[config.mk]
export PLATFORM = sky130hd
export DESIGN_NAME = ro_freq_meter
export DESIGN_NICKNAME = d
export VERILOG_FILES = /design/src/rtl/ro_meter_pkg.sv /design/src/rtl/ro_freq_meter_sync_ff.sv /design/src/rtl/ro_freq_meter.sv
export SDC_FILE = /design/constraint.sdc
export NUM_CORES = 1
export LEC_CHECK = 0
export ABC_CLOCK_PERIOD_IN_PS = 5400
export CAP_MARGIN = 30
export CELL_PAD_IN_SITES_DETAIL_PLACEMENT = 0
export CELL_PAD_IN_SITES_GLOBAL_PLACEMENT = 1
export CORE_MARGIN = 2
export CORE_UTILIZATION = 51
export DETAILED_ROUTE_END_ITERATION = 8
export DONT_BUFFER_PORTS = 1
export PLACE_DENSITY_LB_ADDON = 0.1
export SYNTH_ARGS = -nofsm -noshare
export SYNTH_HDL_FRONTEND = slang
export SYNTH_SLANG_ARGS = --single-unit
[constraint.sdc]
create_clock -name clk -period 5.4 [get_ports clk]
set_clock_uncertainty 0.05 [all_clocks]
set_input_delay 1.08 -clock clk [delete_from_list [all_inputs] [get_ports clk]]
set_output_delay 1.08 -clock clk [all_outputs]
set_load 0.1 [all_outputs]
[src/rtl/ro_meter_pkg.sv]
// ro_meter_pkg: shared types and constants for the ring-oscillator frequency meter.
//   state_t  : measurement FSM states
//   MIN_SYNC : smallest synchronizer depth that is safe for an async input
package ro_meter_pkg;
    typedef enum logic [1:0] {IDLE, ARM, COUNT, DONE} state_t;
    localparam int MIN_SYNC = 2;
endpackage

[src/rtl/ro_freq_meter_sync_ff.sv]
// sync_ff: N_SYNC-deep flop chain bringing an asynchronous bit into the clk domain.
//   clk : destination clock
//   rst : synchronous active-high reset, clears every stage
//   d   : asynchronous input
//   q   : synchronized output
module sync_ff
    import ro_meter_pkg::*;
#(
    parameter int N_SYNC = 2
) (
    input  logic clk,
    input  logic rst,
    input  logic d,
    output logic q
);
    // Depths below the metastability minimum are quietly raised to it.
    localparam int DEPTH = (N_SYNC < MIN_SYNC) ? MIN_SYNC : N_SYNC;

    logic [DEPTH-1:0] chain;

    always_ff @(posedge clk) begin
        if (rst) chain <= '0;
        else     chain <= {chain[DEPTH-2:0], d};
    end

    assign q = chain[DEPTH-1];
endmodule

[src/rtl/ro_freq_meter.sv]
// ro_freq_meter: counts rising edges of an async oscillator over a window of clk cycles.
//   clk     : system clock
//   rst     : synchronous active-high reset, discards any running measurement
//   start   : measurement request, honoured only while idle
//   win_len : window length in clk cycles, captured on acceptance
//   ro_in   : asynchronous oscillator / delay-chain output
//   busy    : high from acceptance until the result cycle has passed
//   done    : one-cycle pulse in the cycle count/ovfl are published
//   count   : edges seen in the last window, held until the next done
//   ovfl    : last measurement saturated the edge counter
module ro_freq_meter
    import ro_meter_pkg::*;
#(
    parameter int N_WIN  = 16,
    parameter int N_CNT  = 16,
    parameter int N_SYNC = 2
) (
    input  logic             clk,
    input  logic             rst,
    input  logic             start,
    input  logic [N_WIN-1:0] win_len,
    input  logic             ro_in,
    output logic             busy,
    output logic             done,
    output logic [N_CNT-1:0] count,
    output logic             ovfl
);
    state_t           state;
    logic [N_WIN-1:0] win_cnt;
    logic [N_CNT-1:0] edge_cnt;
    logic [N_CNT-1:0] edge_nxt;
    logic             sat;
    logic             sat_nxt;
    logic             ro_s;
    logic             ro_d;
    logic             edge_p;
    logic             hit;
    logic             at_max;
    logic             last;

    sync_ff #(.N_SYNC(N_SYNC)) u_sync (
        .clk (clk),
        .rst (rst),
        .d   (ro_in),
        .q   (ro_s)
    );

    // Edge detector runs in every state so ro_d is never stale at ARM.
    always_ff @(posedge clk) begin
        if (rst) ro_d <= 1'b0;
        else     ro_d <= ro_s;
    end

    assign edge_p = ro_s & ~ro_d;

    // Next edge count and saturation flag, so the cycle that closes the
    // window can publish a result that already includes its own edge.
    assign hit      = (state == COUNT) && edge_p;
    assign at_max   = &edge_cnt;
    assign edge_nxt = (hit && !at_max) ? edge_cnt + N_CNT'(1) : edge_cnt;
    assign sat_nxt  = sat | (hit & at_max);

    // Final cycle before DONE: ARM with an empty window, or the last COUNT cycle.
    assign last = (state == ARM)   ? (win_cnt == '0) :
                  (state == COUNT) ? (win_cnt == N_WIN'(1)) : 1'b0;

    always_ff @(posedge clk) begin
        if (rst) begin
            state    <= IDLE;
            win_cnt  <= '0;
            edge_cnt <= '0;
            sat      <= 1'b0;
            busy     <= 1'b0;
            done     <= 1'b0;
            count    <= '0;
            ovfl     <= 1'b0;
        end else begin
            done <= 1'b0;
            case (state)
                IDLE: begin
                    if (start) begin
                        win_cnt  <= win_len;
                        edge_cnt <= '0;
                        sat      <= 1'b0;
                        busy     <= 1'b1;
                        state    <= ARM;
                    end
                end
                ARM: begin
                    state <= last ? DONE : COUNT;
                end
                COUNT: begin
                    edge_cnt <= edge_nxt;
                    sat      <= sat_nxt;
                    win_cnt  <= win_cnt - N_WIN'(1);
                    if (last) state <= DONE;
                end
                DONE: begin
                    busy  <= 1'b0;
                    state <= IDLE;
                end
                default: state <= IDLE;
            endcase
            // Results are registered on entry to DONE so they appear with done.
            if (last) begin
                done  <= 1'b1;
                count <= edge_nxt;
                ovfl  <= sat_nxt;
            end
        end
    end
endmodule

[Yosys cells after proc, flatten, opt, wreduce, memory -nomap -nowiden]
Cells that the tools add are included.
Word-level totals
  output and inout bits: 19
  bits in registers: 57
Cells by class
  equal/unequal tests: 6
  multiplexer cells: 16
  reduce and logical (&&, ||, !) cells: 11
  bitwise gates (word level): 4
  add/sub/neg operators: 2
Operators with widths (count)
  $pmux W16 S2: 2
  $mux W16: 3
  $add A16 B1 Y16 const B: 1
  $eq A16 B1 Y1 const B: 1
  $logic_not A16 Y1: 1
  $reduce_and A16 Y1: 1
  $sub A16 B1 Y16 const B: 1
  $pmux W2 S4: 1
  $mux W1: 6
  $reduce_and A2 Y1: 3
  $eq A2 B2 Y1 const B: 2
  $mux W2: 2
  $ne A2 B2 Y1 const B: 2
  $pmux W1 S2: 2
  $reduce_bool A2 Y1: 2
  $and A1 B1 Y1: 2
  $eq A2 B1 Y1 const B: 1
  $logic_and A1 B1 Y1: 2
  $logic_not A2 Y1: 1
  $logic_not A1 Y1: 1
  $not A1 Y1: 1
  $or A1 B1 Y1: 1

[Longest topological paths before layout]
Gate-level depths: netlist of the first run.
  depth in word-level cells: 6
  gate-level depth with buffers: 9
  depth with buffers taken out: 7

[By module]
A second synthesis of the first run with hierarchy kept.
Second synthesis, totals
  cell total of the unflattened synthesis: 384
  area, all modules: 3156.8 um2
Modules (own cells, without submodules)
  ro_freq_meter: instances 1, cells each 380, area an instance 3104.2 um2
  sync_ff: instances 1, cells each 4, area an instance 52.6 um2

[Worst setup path after synthesis of the first run]
No wires, ideal clock.
  path type: input -> register
  start: input port rst
  end: register edge_cnt[6]
  arrival: 2.113 ns
  data required time: 5.276 ns
  stages: 5
  buffers on the path: 2
  setup slack: 3.163 ns
  path through: clkbuf_1 > or3_1 > clkbuf_1 > or3_1 > o21ai_0
RTL lines
  start, declared: RTL line ro_freq_meter.sv:19  | input logic rst,
  end signal, assigned: RTL line ro_freq_meter.sv:93  | edge_cnt <= edge_nxt;
  end, declared: RTL line ro_freq_meter.sv:30  | logic [N_CNT-1:0] edge_cnt;

[Final worst setup path of the first run]
  start: register state[0]
  end: register edge_cnt[2]
On the way
  word-level cells in the longest chain between the ends: 5
  elaborated cells between the ends (all ways): 9
RTL lines
  start, declared: RTL line ro_freq_meter.sv:28  | state_t state;
  start signal, assigned: RTL line ro_freq_meter.sv:90  | state <= last ? DONE : COUNT;
  $eq A2 B2 Y1: RTL line ro_freq_meter.sv:58, ro_freq_meter.sv:79
  $logic_and A1 B1 Y1: RTL line ro_freq_meter.sv:58  | assign hit = (state == COUNT) && edge_p;
  $logic_and A1 B1 Y1: RTL line ro_freq_meter.sv:60  | assign edge_nxt = (hit && !at_max) ? edge_cnt + N_CNT'(1) : edge_cnt;
  $mux W16: RTL line ro_freq_meter.sv:60
  $pmux W16 S2: RTL line ro_freq_meter.sv:79  | case (state)
Several ways; a longest one is shown, not always the timed one.
A chain may end at the register's enable or synchronous reset.

==> reports/results.md, run 1 <==
## Run status
* run status: finished, final reports clean

## Finish
* Non-Filler Cell Area, Final: 3440 um^2
* number of nets in the layout: 419
* layout cell share with drive strength beyond 1: 8.33%
* count of antenna diodes in the layout: 0
* Area Overhead vs Synth: 5.45%
* Filler Cells Inserted: 646

## Worst setup path
* largest fanout of any net on the critical path: 37
* category of the most critical setup path: flop to flop
* arrival time reported for the critical path endpoint: 3020 ps
* R2R cell count: 7
* critical path endpoint category: flop
* CP startpoint kind: flop
* worst r2r dst: edge_cnt[2]$_SDFFE_PP0P_
* Critical Path Slowest Stage Cell: sky130_fd_sc_hd__nor3_1
* CP required: 5620 ps
* worst reg-to-reg setup slack: 2600 ps
* reg-to-reg critical path startpoint: state[0]$_SDFFE_PP0P_
* delay of the slowest cell on the worst path: 940 ps
* Critical Path, Cell by Cell: inv_1 -> ha_1 -> buf_4 -> inv_1 -> nor3_1 -> o221ai_1 -> o21ai_1
* most repeated library cell on the critical path: sky130_fd_sc_hd__inv_1

## Global routing
* largest net degree at the start of global routing: 56
* number of antenna violations at the first check in global routing: 0
* GRT Overall Usage: 23.1%
* wire length of the first global-routing pass: 13100 um
* via count of the first global-routing pass: 2700
* sum of overflow across all layers after global routing: 0

## Route
* Vias per Instance: 6.08
* number of detailed-route iterations in the first pass: 4
* Final ANT Viol Nets: 0
* DRC violation count after routing: 0
* Wirelength per Cell: 15.9 um
* routed wire length: 7520 um
* Detailed Route Iter0 Violations: 155
* via count: 2876

## Hold path
* class of the tightest hold or removal check: flop to flop
* worst min-delay path endpoint: u_sync.chain[1]$_SDFF_PP0_
* number of cells on the worst hold path: 1
* start point of the worst min-delay path: u_sync.chain[0]$_SDFF_PP0_

## STA
* final setup violation count: 0
* final critical-path required period: 2800 ps
* final cycle utilization of the critical path: 51.8%
* unrepaired setup endpoints after global routing: no
* Final Worst Setup Slack: 2600 ps
* fmax: 357 MHz
* Max-Slew Margin vs Limit: 31.4%
* actual slew at the worst max-slew pin: 1020 ps
* number of pins with negative max-slew slack in the final report: 0
* aggregate negative setup slack: 0 ps
* number of hold-slack violations in the final timing report: 0

## Placement
* GP Congestion: 0.873
* placement-stage worst setup slack: 2710 ps
* DP HPWL: 5070 um
* # port buffers: 0
* placed cell area: 3250 um^2

## Power and ir drop
* switch share: 43.5%
* sequential power share: 42.3%
* Leak Pwr: 0.00116 uW
* combinational fraction of design power: 32.5%
* net switching power of the design: 686 uW
* maximum VDD drop: 0.400 mV
* clock share of power: 25.2%
* Pwr per Cell Area: 459 nW/um^2
* cell-internal power: 892 uW
* post-layout total power: 1580 uW

## Clocking
* register clock-pin slew on the reported worst setup and hold paths: 60 ps
* cts hold-fix bufs: 0
* number of buffers on the longest clock path: 2
* clock tree from TritonCTS: done
* number of buffers created by CTS: 9
* Clk Latency, worst-skew pair: 340 ps
* CTS H-Tree Depth: 3
* Resize count post-CTS: 0
* Post-CTS Setup Bufs: 0
* cell at the root of the clock tree: sky130_fd_sc_hd__clkbuf_8
* Sinks on Clock Net: 57

## Logic synthesis
* main flop type after synthesis: sky130_fd_sc_hd__dfxtp_1
* number of distinct standard cells referenced by the synthesized netlist: 58
* Yosys warning total: 0
* Net Count, Synth: 436
* netlist area before placement: 3260 um^2
* post-synthesis average cell area: 7.99 um^2
* sequential-to-total area share from yosys stat: 35.0%
* Yosys reg bits: 57
* number of enable flip-flop cells after synthesis: 0
* fraction of registers with async set or reset after synthesis: 0%
* number of standard cells after synthesis: 408

## Job
* Max Cap Viol: 0

## Floorplan
* width of the chip: 84.0 um
* area of the die: 7050 um^2
* Core Region: 6280 um^2
* # rows: 29
* Die Ht: 84.0 um
* initial standard-cell utilization of the core: 51.9%
* num ports: 39

-- registers in the layout, indices dropped and copies added, names as in the netlist --
name,cells
count,16
edge_cnt,16
win_cnt,16
state,2
u_sync.chain,2
busy,1
done,1
ovfl,1
ro_d,1
sat,1
-- layout by cell type, fill, tap and decap left out, types with 4 or more instances in the layout --
master	instances
sky130_fd_sc_hd__a211oi_1	14
sky130_fd_sc_hd__a21o_1	4
sky130_fd_sc_hd__a21oi_1	30
sky130_fd_sc_hd__a31oi_1	11
sky130_fd_sc_hd__and3_1	7
sky130_fd_sc_hd__and4_1	5
sky130_fd_sc_hd__clkbuf_8	10
sky130_fd_sc_hd__dfxtp_1	57
sky130_fd_sc_hd__ha_1	8
sky130_fd_sc_hd__inv_1	13
sky130_fd_sc_hd__mux2i_1	4
sky130_fd_sc_hd__nand2_1	24
sky130_fd_sc_hd__nand2b_1	6
sky130_fd_sc_hd__nand3_1	17
sky130_fd_sc_hd__nand4_1	6
sky130_fd_sc_hd__nor2_1	43
sky130_fd_sc_hd__nor2b_1	9
sky130_fd_sc_hd__nor3_1	20
sky130_fd_sc_hd__nor4_1	5
sky130_fd_sc_hd__nor4_2	7
sky130_fd_sc_hd__o211ai_1	5
sky130_fd_sc_hd__o21ai_0	23
sky130_fd_sc_hd__or3_1	7
sky130_fd_sc_hd__xnor2_1	9
-- cell usage after synthesis, types with 3 or more instances --
| cell type | count | area, um^2 |
|---|---|---|
| sky130_fd_sc_hd__and4_1 | 5 | 43.8 |
| sky130_fd_sc_hd__and3_1 | 7 | 43.8 |
| sky130_fd_sc_hd__o21ai_0 | 23 | 115 |
| sky130_fd_sc_hd__a21o_1 | 4 | 30.0 |
| sky130_fd_sc_hd__a211oi_1 | 14 | 105 |
| sky130_fd_sc_hd__dfxtp_1 | 57 | 1140 |
| sky130_fd_sc_hd__nand3_1 | 17 | 85.1 |
| sky130_fd_sc_hd__or3_1 | 7 | 43.8 |
| sky130_fd_sc_hd__nand4_1 | 6 | 37.5 |
| sky130_fd_sc_hd__o22ai_1 | 3 | 18.8 |
| sky130_fd_sc_hd__nand4b_1 | 3 | 26.3 |
| sky130_fd_sc_hd__nand2b_1 | 6 | 37.5 |
| sky130_fd_sc_hd__a21oi_1 | 30 | 150 |
| sky130_fd_sc_hd__nor3_1 | 20 | 100 |
| sky130_fd_sc_hd__xnor2_1 | 9 | 78.8 |
| sky130_fd_sc_hd__inv_1 | 13 | 48.8 |
| sky130_fd_sc_hd__buf_2 | 7 | 35.0 |
| sky130_fd_sc_hd__buf_1 | 3 | 11.3 |
| sky130_fd_sc_hd__o211ai_1 | 5 | 37.5 |
| sky130_fd_sc_hd__nor4_1 | 5 | 31.3 |
| sky130_fd_sc_hd__nor4_2 | 7 | 87.6 |
| sky130_fd_sc_hd__ha_1 | 8 | 100 |
| sky130_fd_sc_hd__nand3b_1 | 3 | 22.5 |
| sky130_fd_sc_hd__a311oi_1 | 3 | 26.3 |
| sky130_fd_sc_hd__nor2b_1 | 9 | 56.3 |
| sky130_fd_sc_hd__nor2_1 | 43 | 161 |
| sky130_fd_sc_hd__xor2_1 | 3 | 26.3 |
| sky130_fd_sc_hd__clkbuf_2 | 4 | 20.0 |
| sky130_fd_sc_hd__a31oi_1 | 11 | 68.8 |
| sky130_fd_sc_hd__clkbuf_1 | 17 | 63.8 |
| sky130_fd_sc_hd__mux2i_1 | 4 | 40.0 |
| sky130_fd_sc_hd__nand2_1 | 24 | 90.1 |
-- per-stage QoR --
stage	hold slack [ps]	util, %	instances
2_1_floorplan	364	-	408
3_3_place_gp	379	51.8	457
3_5_place_dp	374	51.8	457
4_1_cts	389	54.8	473
5_1_grt	426	54.8	473
6_report	390	54.8	473
-- worst max path at each step --
| stage | slack, ps | to | startpoint |
|---|---|---|---|
| floorplan | 3160 | edge_cnt[6]$_SDFFE_PP0P_ | rst |
| global placement | 2780 | edge_cnt[13]$_SDFFE_PP0P_ | state[0]$_SDFFE_PP0P_ |
| detailed placement | 2710 | edge_cnt[2]$_SDFFE_PP0P_ | state[0]$_SDFFE_PP0P_ |
| CTS | 2680 | edge_cnt[2]$_SDFFE_PP0P_ | state[0]$_SDFFE_PP0P_ |
| global route | 2360 | edge_cnt[13]$_SDFFE_PP0P_ | state[0]$_SDFFE_PP0P_ |
| finish | 2600 | edge_cnt[2]$_SDFFE_PP0P_ | state[0]$_SDFFE_PP0P_ |
-- critical path: cells and delay by family, from the launching register on --
kind                     cells  cell delay (ps)
AO/OA/AOI/OAI                2              380
buffers and inverters        3              850
flip-flops                   1              350
AND/OR/NAND/NOR              1              940
adder cells (fa/ha/maj)      1              150
-- layer usage --
layer  global-route usage (%)  vias up  part of all wire [%]
met5                        0        -                     0
li1                         -     1470                     -
met1                     28.9     1329                    45
met3                     4.25       12                   4.1
met2                     37.9       65                    49
met4                     12.0        0                   1.8
-- final cells by class --
class                   instances  area, um^2  share of cell area [%]
well taps                      77        96.3                    2.80
clock buffers                  13         149                    4.33
repair buffers                  3        22.5                   0.655
flip-flops and latches         57        1140                    33.2
clock inverters                 3        40.0                    1.16
inverters                      13        48.8                    1.42
multi-input cells             307        1940                    56.4
-- cells by family after synthesis --
family	after synthesis	synth area share [%]
buf+inv	44	5.49
mux	5	1.57
flops	57	35.0
xor+xnor	12	3.22
fa+ha+maj	8	3.07
compound gates	109	20.9
simple gates	173	30.8
-- power groups by stage --
stage | clock (uW) | sequential, uW | combinational [uW]
after floorplan | 0 | 661 | 424
after global placement | 0 | 673 | 510
after detailed placement | 0 | 675 | 514
after CTS | 404 | 667 | 515
after global routing | 424 | 678 | 593
final | 398 | 667 | 513
Note: power is estimated with default switching activity, not from simulation.
==> run 2, diff against run 1 <==
Settings changed: ABC_CLOCK_PERIOD_IN_PS 5400 to 2800, CORE_UTILIZATION 51 to 47.
Clock period 5.4 ns to 2.8 ns, I/O delays scaled along.
==> run 2 against run 1 <==
  * Register-to-register slack worse by 2200 ps
  * Cell area up 3.0%
  * Hold slack worse by 160 ps
  * Critical endpoint is now count[0]$_SDFFE_PP0P_
==> reports/results.md, run 2 (synthesized netlist as in run 1, its figures left out) <==
## Clocking
* register clock-pin slew on the reported worst setup and hold paths: 70 ps, about the same
* Clk Latency, worst-skew pair: 340 ps, about the same
* Sinks on Clock Net: 57, unchanged
* Post-CTS Setup Bufs: 0, unchanged
* clock tree from TritonCTS: done
* number of buffers created by CTS: 9, unchanged
* Resize count post-CTS: 0, unchanged
* cts hold-fix bufs: 0, unchanged
* number of buffers on the longest clock path: 2, unchanged
* cell at the root of the clock tree: sky130_fd_sc_hd__clkbuf_8
* CTS H-Tree Depth: 3, unchanged

## Finish
* Filler Cells Inserted: 685, +6.0%
* Area Overhead vs Synth: 8.63%
* FF+latch area: 1140 um^2, unchanged
* registers with the most flip-flops: count: 16 flops, edge_cnt: 16 flops, win_cnt: 16 flops
* commonest non-fill, non-tap cells in the layout: 57 x sky130_fd_sc_hd__dfxtp_1, 43 x sky130_fd_sc_hd__nor2_1, 30 x sky130_fd_sc_hd__a21oi_1
* number of nets in the layout: 427, +1.9%
* layout cell share with drive strength beyond 1: 10.9%, +2.6 points
* Non-Filler Cell Area, Final: 3540 um^2, +3.0%
* count of antenna diodes in the layout: 0, unchanged
* most common library cell in the layout ignoring fill and taps: sky130_fd_sc_hd__dfxtp_1
* area used by multi-input combinational logic: 1940 um^2, unchanged

## Power and ir drop
* Pwr per Cell Area: 912 nW/um^2, +99%
* maximum VDD drop: 0.537 mV, +34%
* post-layout total power: 3230 uW, +100%
* Leak Pwr: 0.00122 uW, +5.2%

## Worst setup path
* end point of the critical path: count[0]$_SDFFE_PP0P_
* crit-path leading delay family: simple AND/OR/NAND/NOR gates
* Critical Path Slowest Stage Cell: sky130_fd_sc_hd__nor4_4
* WP depth: 6, -1
* worst reg-to-reg setup slack: 450 ps, -2150 ps
* arrival time reported for the critical path endpoint: 2570 ps, -450 ps
* worst r2r dst: count[0]$_SDFFE_PP0P_
* Critical Path, Cell by Cell: ha_1 -> nand3_1 -> nor4_4 -> nor2_1 -> xnor2_1 -> a211oi_1
* CP startpoint kind: flop
* delay of the slowest cell on the worst path: 600 ps, -340 ps
* critical path endpoint category: flop
* crit path launch: edge_cnt[0]$_SDFFE_PP0P_
* R2R cell count: 6, -1
* category of the most critical setup path: flop to flop
* CP required: 3010 ps, -2610 ps
* largest fanout of any net on the critical path: 9, -76%
* Worst Path Buf+Inv: 0, -3
* reg-to-reg critical path startpoint: edge_cnt[0]$_SDFFE_PP0P_

## STA
* final critical-path required period: 2350 ps, -447 ps
* number of hold-slack violations in the final timing report: 0, unchanged
* fmax: 425 MHz, +19%
* actual slew at the worst max-slew pin: 972 ps, -49.3 ps
* Final Worst Setup Slack: 449 ps, -2150 ps
* final setup violation count: 0, unchanged
* final cycle utilization of the critical path: 84.0%, +32 points
* number of pins with negative max-slew slack in the final report: 0, unchanged
* unrepaired setup endpoints after global routing: no
* Max-Slew Margin vs Limit: 35.1%, +3.7 points
* aggregate negative setup slack: 0 ps, unchanged

## Route
* Final ANT Viol Nets: 0, unchanged
* routed wire length: 8110 um, +7.9%
* number of detailed-route iterations in the first pass: 4, unchanged
* DRC violation count after routing: 0, unchanged
* Wirelength per Cell: 16.8 um, +5.5%
* Vias per Instance: 6.04, -0.74%
* Detailed Route Iter0 Violations: 141, -9.0%
* via count: 2921, +1.6%

## Floorplan
* Core Region: 6760 um^2, +7.6%
* # rows: 30, +3.4%
* width of the chip: 87.3 um, +4.0%
* num ports: 39, unchanged
* initial standard-cell utilization of the core: 48.3%, -3.7 points
* Die Ht: 87.3 um, +4.0%
* area of the die: 7620 um^2, +8.1%

## Placement
* placement-stage worst setup slack: 477 ps, -2230 ps
* placed cell area: 3310 um^2, +2.0%
* GP Congestion: 0.856, -1.9%
* DP HPWL: 5550 um, +9.4%
* # port buffers: 0, unchanged

## Job
* Max Cap Viol: 0, unchanged

## Global routing
* sum of overflow across all layers after global routing: 0, unchanged
* largest net degree at the start of global routing: 56, unchanged
* wire length of the first global-routing pass: 13500 um, +2.9%
* number of antenna violations at the first check in global routing: 0, unchanged
* GRT Overall Usage: 22.7%, -0.43 points
* via count of the first global-routing pass: 2766, +2.4%

## Run status
* run status: finished, final reports clean

## Hold path
* class of the tightest hold or removal check: input pin to flop

run 2: cell type report:
cell class                 count  share of cell area, %
clock buffer                  11                   4.27
clock inverter                 5                   2.19
multi-input combinational    307                   54.8
timing repair buffer          11                   2.33
sequential                    57                   32.2
inverter                      13                   1.38
tap                           80                   2.83
run 2: worst reg2reg max path: cells and delay by family (launching register included):
| kind | cells | cell delay [ps] |
|---|---|---|
| simple gates | 3 | 1070 |
| compound gates | 1 | 220 |
| flops | 1 | 450 |
| xor+xnor | 1 | 180 |
| fa+ha+maj | 1 | 300 |
run 2: how the worst min path moves through the flow:
stage,start,end,slack [ps],cells after the start
final,rst,u_sync.chain[1]$_SDFF_PP0_,230,1
after global routing,rst,edge_cnt[12]$_SDFFE_PP0P_,210,1
after CTS,rst,win_cnt[11]$_SDFFE_PP0P_,220,1
after detailed placement,u_sync.chain[0]$_SDFF_PP0_,u_sync.chain[1]$_SDFF_PP0_,370,1
after global placement,u_sync.chain[0]$_SDFF_PP0_,u_sync.chain[1]$_SDFF_PP0_,370,1
after floorplan,u_sync.chain[0]$_SDFF_PP0_,u_sync.chain[1]$_SDFF_PP0_,360,1
run 2: metrics by stage:
stage	utilization, %	hold slack, ps	std cells
3_3_place_gp	49.0	366	468
5_1_grt	52.4	215	484
2_1_floorplan	-	364	408
3_5_place_dp	49.0	374	468
4_1_cts	52.4	215	484
6_report	52.4	234	484
run 2: report_power, final:
group	leakage (uW)	internal [uW]	total (uW)	switching, uW
Clock	0.000115	546	897	351
Combinational	0.000637	386	1070	684
Sequential	0.000463	930	1260	334
run 2: per-layer routing:
layer | vias up | routed length [um] | track usage (%) | share of wire [%]
li1 | 1481 | - | - | -
met4 | 0 | 175 | 10.2 | 2.2
met2 | 56 | 3870 | 37.9 | 48
met3 | 15 | 316 | 4.17 | 3.9
met5 | - | 0 | 0 | 0
met1 | 1369 | 3750 | 28.3 | 46
